==> src/rtl/bcd_countdown_timer.sv <==
// Single-digit BCD countdown with prescaled tick, load/start/pause control.
// Digit bits drive the seven-segment decoder inputs x0..x3 directly.
module bcd_countdown_timer #(
    parameter int TICK_DIV      = 50000000,
    parameter int START_DEFAULT = 9
) (
    input  logic       clk,
    input  logic       reset_n,
    input  logic       load,
    input  logic [3:0] load_val,
    input  logic       start,
    input  logic       pause,
    output logic       q0,
    output logic       q1,
    output logic       q2,
    output logic       q3,
    output logic       zero,
    output logic       running,
    output logic       done
);

    localparam int PW = (TICK_DIV > 1) ? $clog2(TICK_DIV) : 1;
    localparam logic [PW-1:0] TICK_MAX = PW'(TICK_DIV - 1);
    localparam logic [3:0] START_VAL = 4'(START_DEFAULT);

    typedef enum logic [1:0] {
        IDLE  = 2'd0,
        RUN   = 2'd1,
        PAUSE = 2'd2,
        DONE  = 2'd3
    } state_t;

    state_t        state, state_n;
    logic [3:0]    count, count_n;
    logic [3:0]    reload, reload_n;
    logic [PW-1:0] psc, psc_n;
    logic          start_prev, pause_prev;
    logic          start_rise, pause_rise;
    logic          tick;
    logic [3:0]    load_clamp;

    assign start_rise = start & ~start_prev;
    assign pause_rise = pause & ~pause_prev;
    assign tick       = (state == RUN) && (psc == TICK_MAX);
    assign load_clamp = (load_val > 4'd9) ? 4'd9 : load_val;

    // Next-state, next-count and prescaler control; load overrides everything.
    always_comb begin
        state_n  = state;
        count_n  = count;
        reload_n = reload;
        psc_n    = psc;
        if (load) begin
            count_n  = load_clamp;
            reload_n = load_clamp;
            state_n  = IDLE;
            psc_n    = '0;
        end else begin
            unique case (state)
                IDLE: begin
                    if (start_rise) begin
                        psc_n   = '0;
                        state_n = (count != 4'd0) ? RUN : DONE;
                    end
                end
                RUN: begin
                    psc_n = tick ? '0 : psc + 1'b1;
                    if (tick && count <= 4'd1) begin
                        count_n = 4'd0;
                        state_n = DONE;
                    end else begin
                        if (tick) count_n = count - 4'd1;
                        if (pause_rise) state_n = PAUSE;
                    end
                end
                PAUSE: begin
                    if (start_rise || pause_rise) state_n = RUN;
                end
                DONE: begin
                    if (start_rise) begin
                        count_n = reload;
                        if (reload != 4'd0) begin
                            state_n = RUN;
                            psc_n   = '0;
                        end
                    end
                end
                default: state_n = IDLE;
            endcase
        end
    end

    // State, digit, prescaler, edge history and registered status flags.
    always_ff @(posedge clk or negedge reset_n) begin
        if (!reset_n) begin
            state      <= IDLE;
            count      <= START_VAL;
            reload     <= START_VAL;
            psc        <= '0;
            start_prev <= 1'b0;
            pause_prev <= 1'b0;
            running    <= 1'b0;
            done       <= 1'b0;
        end else begin
            state      <= state_n;
            count      <= count_n;
            reload     <= reload_n;
            psc        <= psc_n;
            start_prev <= start;
            pause_prev <= pause;
            running    <= (state_n == RUN);
            done       <= (state_n == DONE);
        end
    end

    assign q0   = count[0];
    assign q1   = count[1];
    assign q2   = count[2];
    assign q3   = count[3];
    assign zero = (count == 4'd0);

endmodule

==> config.mk <==
export PLATFORM = sky130hd
export DESIGN_NAME = bcd_countdown_timer
export DESIGN_NICKNAME = d
export VERILOG_FILES = /design/src/rtl/bcd_countdown_timer.sv
export SDC_FILE = /design/constraint.sdc
export NUM_CORES = 1
export LEC_CHECK = 0
export ABC_AREA = 1
export ABC_CLOCK_PERIOD_IN_PS = 2000
export CAP_MARGIN = 5
export CORE_MARGIN = 1
export CORE_UTILIZATION = 60
export DETAILED_ROUTE_END_ITERATION = 6
export PLACE_DENSITY = 0.87
export REMOVE_ABC_BUFFERS = 1
export SYNTH_ARGS = -nofsm -noshare
export SYNTH_HDL_FRONTEND = slang
export SYNTH_SLANG_ARGS = --single-unit
export TNS_END_PERCENT = 100
==> constraint.sdc <==
create_clock -name clk -period 2 [get_ports clk]
set_input_delay 0.6 -clock clk [delete_from_list [all_inputs] [get_ports clk]]
set_output_delay 0.6 -clock clk [all_outputs]
set_load 0.1 [all_outputs]
==> results by group <==
Critical path
  • Crit path required time: around 1400 ps
  • Critical-path top delay cell: dfrtp_2
  • R2r worst-path depth: 8
  • Delay-heaviest family, CP: flip-flops
  • Worst setup SP type: register
  • Crit Path Category: register to primary output
  • FF-to-FF Start: state[0]
  • Critical Path Max Stage Delay: ~450 ps
  • Critical Path AT: ~1400 ps
  • Crit path max fanout: 5
  • R2R setup slack: ~70 ps
  • Reg2reg end: psc[13]
  • Buf/Inv on CP: 1
  • Crit path cell chain: or2_1, nor2_4, buf_12
  • Crit. End Element: primary output

Synth
  • Mapped Area: between 2000 and 3000 µm²
  • Sequential fraction of the synthesis area: between 30% and 40%
  • Top-count cell post-synth: nand2_1
  • Post-Syn Instances: 406
  • Async SR Flop Fraction: 100%
  • Synth top cells by count: nand2_1 (100), nor2_1 (57), inv_1 (46)
  • Yosys top cell by area: dfrtp_1
  • Yosys warns: 0
  • Ys flop type: dfrtp_1
  • Top cell type's share of synthesized area: approximately 31%
  • EDFF count, synth: 0
  • Seq cells post-synth: 40
  • Syn Area/Cell: 7.14 µm²
  • Netlist cell types: 38
  • Area contributors post-synth: dfrtp_1 (31%), nand2_1 (13%), nor2_1 (7.4%), inv_1 (6.0%), nand3_1 (4.7%)

Timing
  • Setup TNS: 0 ps
  • Unrepaired setup endpoints after global routing: no
  • Slew Limit Fails: 0
  • Worst-Margin Slew: roughly 350 ps
  • Worst clock skew: about 4.0 ps
  • Fin. Hold Viols: 0
  • Post-layout min period: 1950 ps
  • Final worst path period share: 97.7%
  • Final setup viols: 0
  • Worst Setup Slack, final: about 46 ps
  • Max frequency: roughly 510 MHz
  • Relative slew slack: 76.8%

Detailed routing
  • Vias: 2783
  • TritonRoute pass-1 iters: 5
  • Number of remaining DRC errors: 0
  • DRT antenna net count: 0
  • Via density per instance: about 5.6
  • Total Routed Length: approximately 7000 µm
  • Wirelength per Cell: 14.3 µm
  • Iter 0 DRT Violations: approximately 280

Final layout
  • P&R area growth vs syn: 18.3%
  • Core Util, Final: between 70 and 80%
  • Share of cells above drive strength 1: approximately 22%
  • Antenna Cells: 0
  • Cell Count, Final, Fillers Out: 498
  • # nets final: about 460

CTS
  • Sinks on Clock Net: 40
  • Hold_buf cts: 0
  • Max clock buf depth: 2
  • CTS tree: yes
  • CTS Buf Count: 5
  • Clock Latency Late Sink: roughly 290 ps
  • Clk slew on worst S/H paths: ~80 ps
  • Clock Tree Root: clkbuf_8
  • Htree depth: 2

Power
  • Peak supply drop: around 0.00082 V
  • Comb power frac: between 50% and 60%
  • Clock Power Share: ~16%
  • Power per cell area: roughly 1000 nW/µm²
  • NetSw: approximately 1.6 mW
  • Leakage power total: roughly 1.6 nW
  • Sequential power share: between 20% and 30%
  • P_int: about 1.9 mW
  • Sw Ratio: 45.9%

Placement
  • Inst Count DP: 489
  • Hpwl dp: ~5500 µm
  • # port buffers: 15
  • Final weighted congestion in routability-driven placement: about 1.1
  • Worst slack at placement: -137 ps

Floorplan
  • Io pins: 16
  • Die H: slightly above 70 µm
  • Die ar.: 5110 µm²
  • Die W: 71.5 µm
  • Total core area: 4500 µm²
  • # rows: 24
  • Starting density of the core: between 60 and 70%

Outcome
  • Outcome: finished clean

Hold path
  • Worst Hold Class: input pin to async pin

Global route
  • Initial antenna violation count: 0
  • Largest net degree at the start of global routing: 19
  • GR Overflow Total: 0
  • Global Route Usage Sum: a little over 30%
  • First-pass GRT wire length: roughly 12000 µm
  • Vias in the first global route: 2612

Run
  • Max_cap viols: 0
[power groups by stage]
stage	Sequential [mW]	Clock (mW)	Combinational, mW
floorplan	1.35	0	0.837
global placement	1.00	0	1.84
detailed placement	1.01	0	1.89
CTS	0.985	0.571	1.95
global route	1.01	0.592	2.13
finish	0.997	0.557	1.98
[worst register-to-register path, cell delays in order, from the launching register on]
cell and delay [ps]:
dfrtp_1 490, inv_1 160, ha_1 340, nand2_2 80, nand3_2 110, nand2_4 220
nand3_2 120, or2_0 210, a21oi_1 120
[worst max-delay path by stage]
stage / from / to / slack, ps / cells after the start
after floorplan: count[1] / running / -1180 / 9
after global placement: start / psc[13] / -60 / 8
after detailed placement: start / psc[13] / -140 / 8
after CTS: count[2] / zero / 30 / 3
after global routing: state[0] / psc[13] / 2 / 8
final: count[2] / zero / 50 / 3
[layout make-up]
cell class	instances	area, µm²
clock inverters	2	10.0
clock buffers	6	82.6
repair buffers	39	395
multi-input cells	305	1660
well taps	52	65.1
inverters	54	208
fillers	311	1070
flip-flops and latches	40	1010
[sequential cells by signal (all words and copies together) (netlist names)]
name,flops
start_prev,1
count,4
pause_prev,1
done,1
running,1
psc,26
state,2
reload,4
[stage by stage]
stage / hold WS [ps] / cell area, µm² / power, mW
5_1_grt: 232 / 3430 / 3.73
4_1_cts: 212 / 3420 / 3.51
6_report: 201 / 3430 / 3.54
3_5_place_dp: 491 / 3300 / 2.90
2_1_floorplan: 304 / 2840 / 2.18
3_3_place_gp: 486 / 3300 / 2.84
[routing by layer]
metal	track usage (%)	vias up	share of wire, %
li1	-	1362	-
met1	44.1	1276	44
met2	47.4	129	46
met3	4.64	16	8.5
met4	8.28	0	1.5
met5	0	-	0
[placed cells by master (no fill, tap or decap), drive strengths merged, types with 9 or more instances in the layout]
cell type and count:
o21ai 20, buf 32, inv 53, nand2 115, xor2 9, a21oi 17
nand3 33, ha 9, dfrtp 36, nand4 11, nor2 70
[logic make-up (layout without fill, tap and decap cells)]
group | count (synthesis) | in the layout | synth area share [%]
AOI/OAI and AO/OA | 41 | 41 | 8.03
xor gates and xnor gates | 11 | 11 | 3.32
adders and majority gates | 9 | 9 | 3.88
buffers and inverters | 61 | 101 | 9.06
DFF | 40 | 40 | 34.7
and+or+nand+nor | 244 | 244 | 41.0
[repair_timing]
item,in CTS,in global routing
endpoints found under the setup margin,1,11
pin swaps,0,0
gates resized for setup,4,5
buffers inserted,1,0
Power figures use the tool's default switching activity.
==> RTL edit (same settings) <==
Set the parameter `TICK_DIV` to 25000000 (it was 50000000).
--- a/src/rtl/bcd_countdown_timer.sv
+++ b/src/rtl/bcd_countdown_timer.sv
@@ -2,5 +2,5 @@
 // Digit bits drive the seven-segment decoder inputs x0..x3 directly.
 module bcd_countdown_timer #(
-    parameter int TICK_DIV      = 50000000,
+    parameter int TICK_DIV      = 25000000,
     parameter int START_DEFAULT = 9
 ) (
Function: same outputs for any inputs over 10 cycles, from zero or initial values and one cycle with reset_n low; that may be too few to reach the edited logic, so the function may still have changed.
==> RTL edit against the unedited design <==
Critical path depth unchanged; count of clock-buffer cells in the layout increased by 2; routed wire length decreased by 21%; sequential cell count decreased by 1; setup slack improved by 0.012 ns; cell count decreased by 17%; via count decreased by 19%; total power decreased by 16%; largest power group unchanged; area after synthesis decreased by 10%; design area decreased by 10%; register-to-register slack improved by 0.07 ns; largest cell class unchanged.
==> RTL edit: results (changes against the unedited design) <==
global_routing:
  grt_pass1_wl_um: 9180  # was 12,000 µm
  grt_usage_pct: 27.5  # was 30.3%
  grt_max_degree: 23  # was 19
  grt_pass1_vias: 2069  # was 2,612
finish:
  nets: 381  # was 463
drt:
  drtPass1Iterations: 4  # was 5
  vias_per_cell: 5.48  # was 5.59
  drtIter0Drc: 140  # was 284
  wl_per_cell_um: 13.6  # was 14.3 µm
setup_path:
  r2r_setup_slack_ns: 0.14  # was 0.07 ns
  r2r_end: "psc[14]"  # was psc[13]
  reg2regPathDepth: 9  # was 8
  crit_start: "count[3]"  # was count[2]
  cpMaxStageDelayCell: "dfstp_2"  # was dfrtp_2
  critical_path.top_delay_family: "simple AND/OR/NAND/NOR gates"  # was flip-flops
yosys:
  synth.yosys.seq_area_share_pct: 37.6  # was 34.7%
  post_synth_num_cell_types: 39  # was 38
  synthXorXnorAreaFrac_pct: 3.70  # was 3.32%
  synth_compound_area_share_pct: 7.20  # was 8.03%
  synth_common_cells: "75 x nand2_1, 38 x nor2_1, 37 x inv_1"  # was 100 x nand2_1, 57 x nor2_1, 46 x inv_1
  synthTopCellsByArea: "dfrtp_1 34%, nand2_1 11%, nor2_1 5.5%"  # was dfrtp_1 31%, nand2_1 13%, nor2_1 7.4%
power_and_ir_drop:
  irDropWorstVdd_mv: 1.12  # was 0.819 mV
  leakagePower_nw: 1.38  # was 1.55 nW
timing:
  tightest_slew_ns: 0.424  # was 0.348 ns
  skew_ns: 0.00770  # was 0.00403 ns
  holdWs_ns: 0.235  # was 0.201 ns
  fmax_mhz: 515  # was 512 MHz
place:
  post-place-ws_ns: -0.152  # was -0.137 ns
  placed_cells_incl_taps: 404  # was 489
  gp_congestion: 0.943  # was 1.05
  hpwl_um: 4280  # was 5520 µm
outcome:
  status: "finished, final reports clean"  # unchanged
==> RTL edit: changes by cell type in the layout (fill, tap and decap cells not counted), sizes merged, moves of 2 or more <==
cell,delta
o21ai,-2
clkbuf,+2
nor3,+5
nor2,-17
nor4,+3
nor3b,-2
nand3,-10
inv,-12
buf,-10
nand2,-32
or2,-2
a21oi,-3
==> RTL edit: cell type report <==
cell class / instances / area (µm²)
sequential: 39 / 981
multi-input combinational: 245 / 1430
fill: 293 / 1010
clock buffer: 8 / 100
inverter: 43 / 164
timing repair buffer: 29 / 345
tap: 50 / 62.6
==> RTL edit: how the worst min path moves through the flow <==
stage                    end  startpoint  cells after the start
floorplan           count[1]     reset_n                      0
global placement     psc[23]     psc[23]                      2
detailed placement  count[3]    count[3]                      2
CTS                   psc[7]     reset_n                      1
global route          psc[7]     reset_n                      1
finish                psc[7]     reset_n                      1
==> RTL edit: cell families (layout without fill, tap and decap cells) <==
family	after synthesis	in the layout
AND/OR/NAND/NOR	188	188
buffers and inverters	48	80
flip-flops	39	39
AO/OA/AOI/OAI	36	36
XOR/XNOR	11	11
adder cells (fa/ha/maj)	9	9
multiplexers	1	1
==> RTL edit: layer usage <==
layer | GRT usage (%) | routed length, µm | part of all wire (%)
met1 | 30.6 | 2410 | 43
met2 | 51.0 | 2940 | 52
met3 | 6.00 | 192 | 3.4
met4 | 9.64 | 85 | 1.5
met5 | 0 | 0 | 0
==> RTL edit: what timing repair did <==
action,4_1_cts,5_1_grt
setup endpoints to repair,1,21
cloned,0,0
buffers inserted,2,0
gates resized for setup,4,5
==> RTL edit: power by group <==
part	total (mW)	internal (mW)	switching, mW
Sequential	0.933	0.872	0.0616
Clock	0.581	0.315	0.266
Combinational	1.47	0.548	0.918
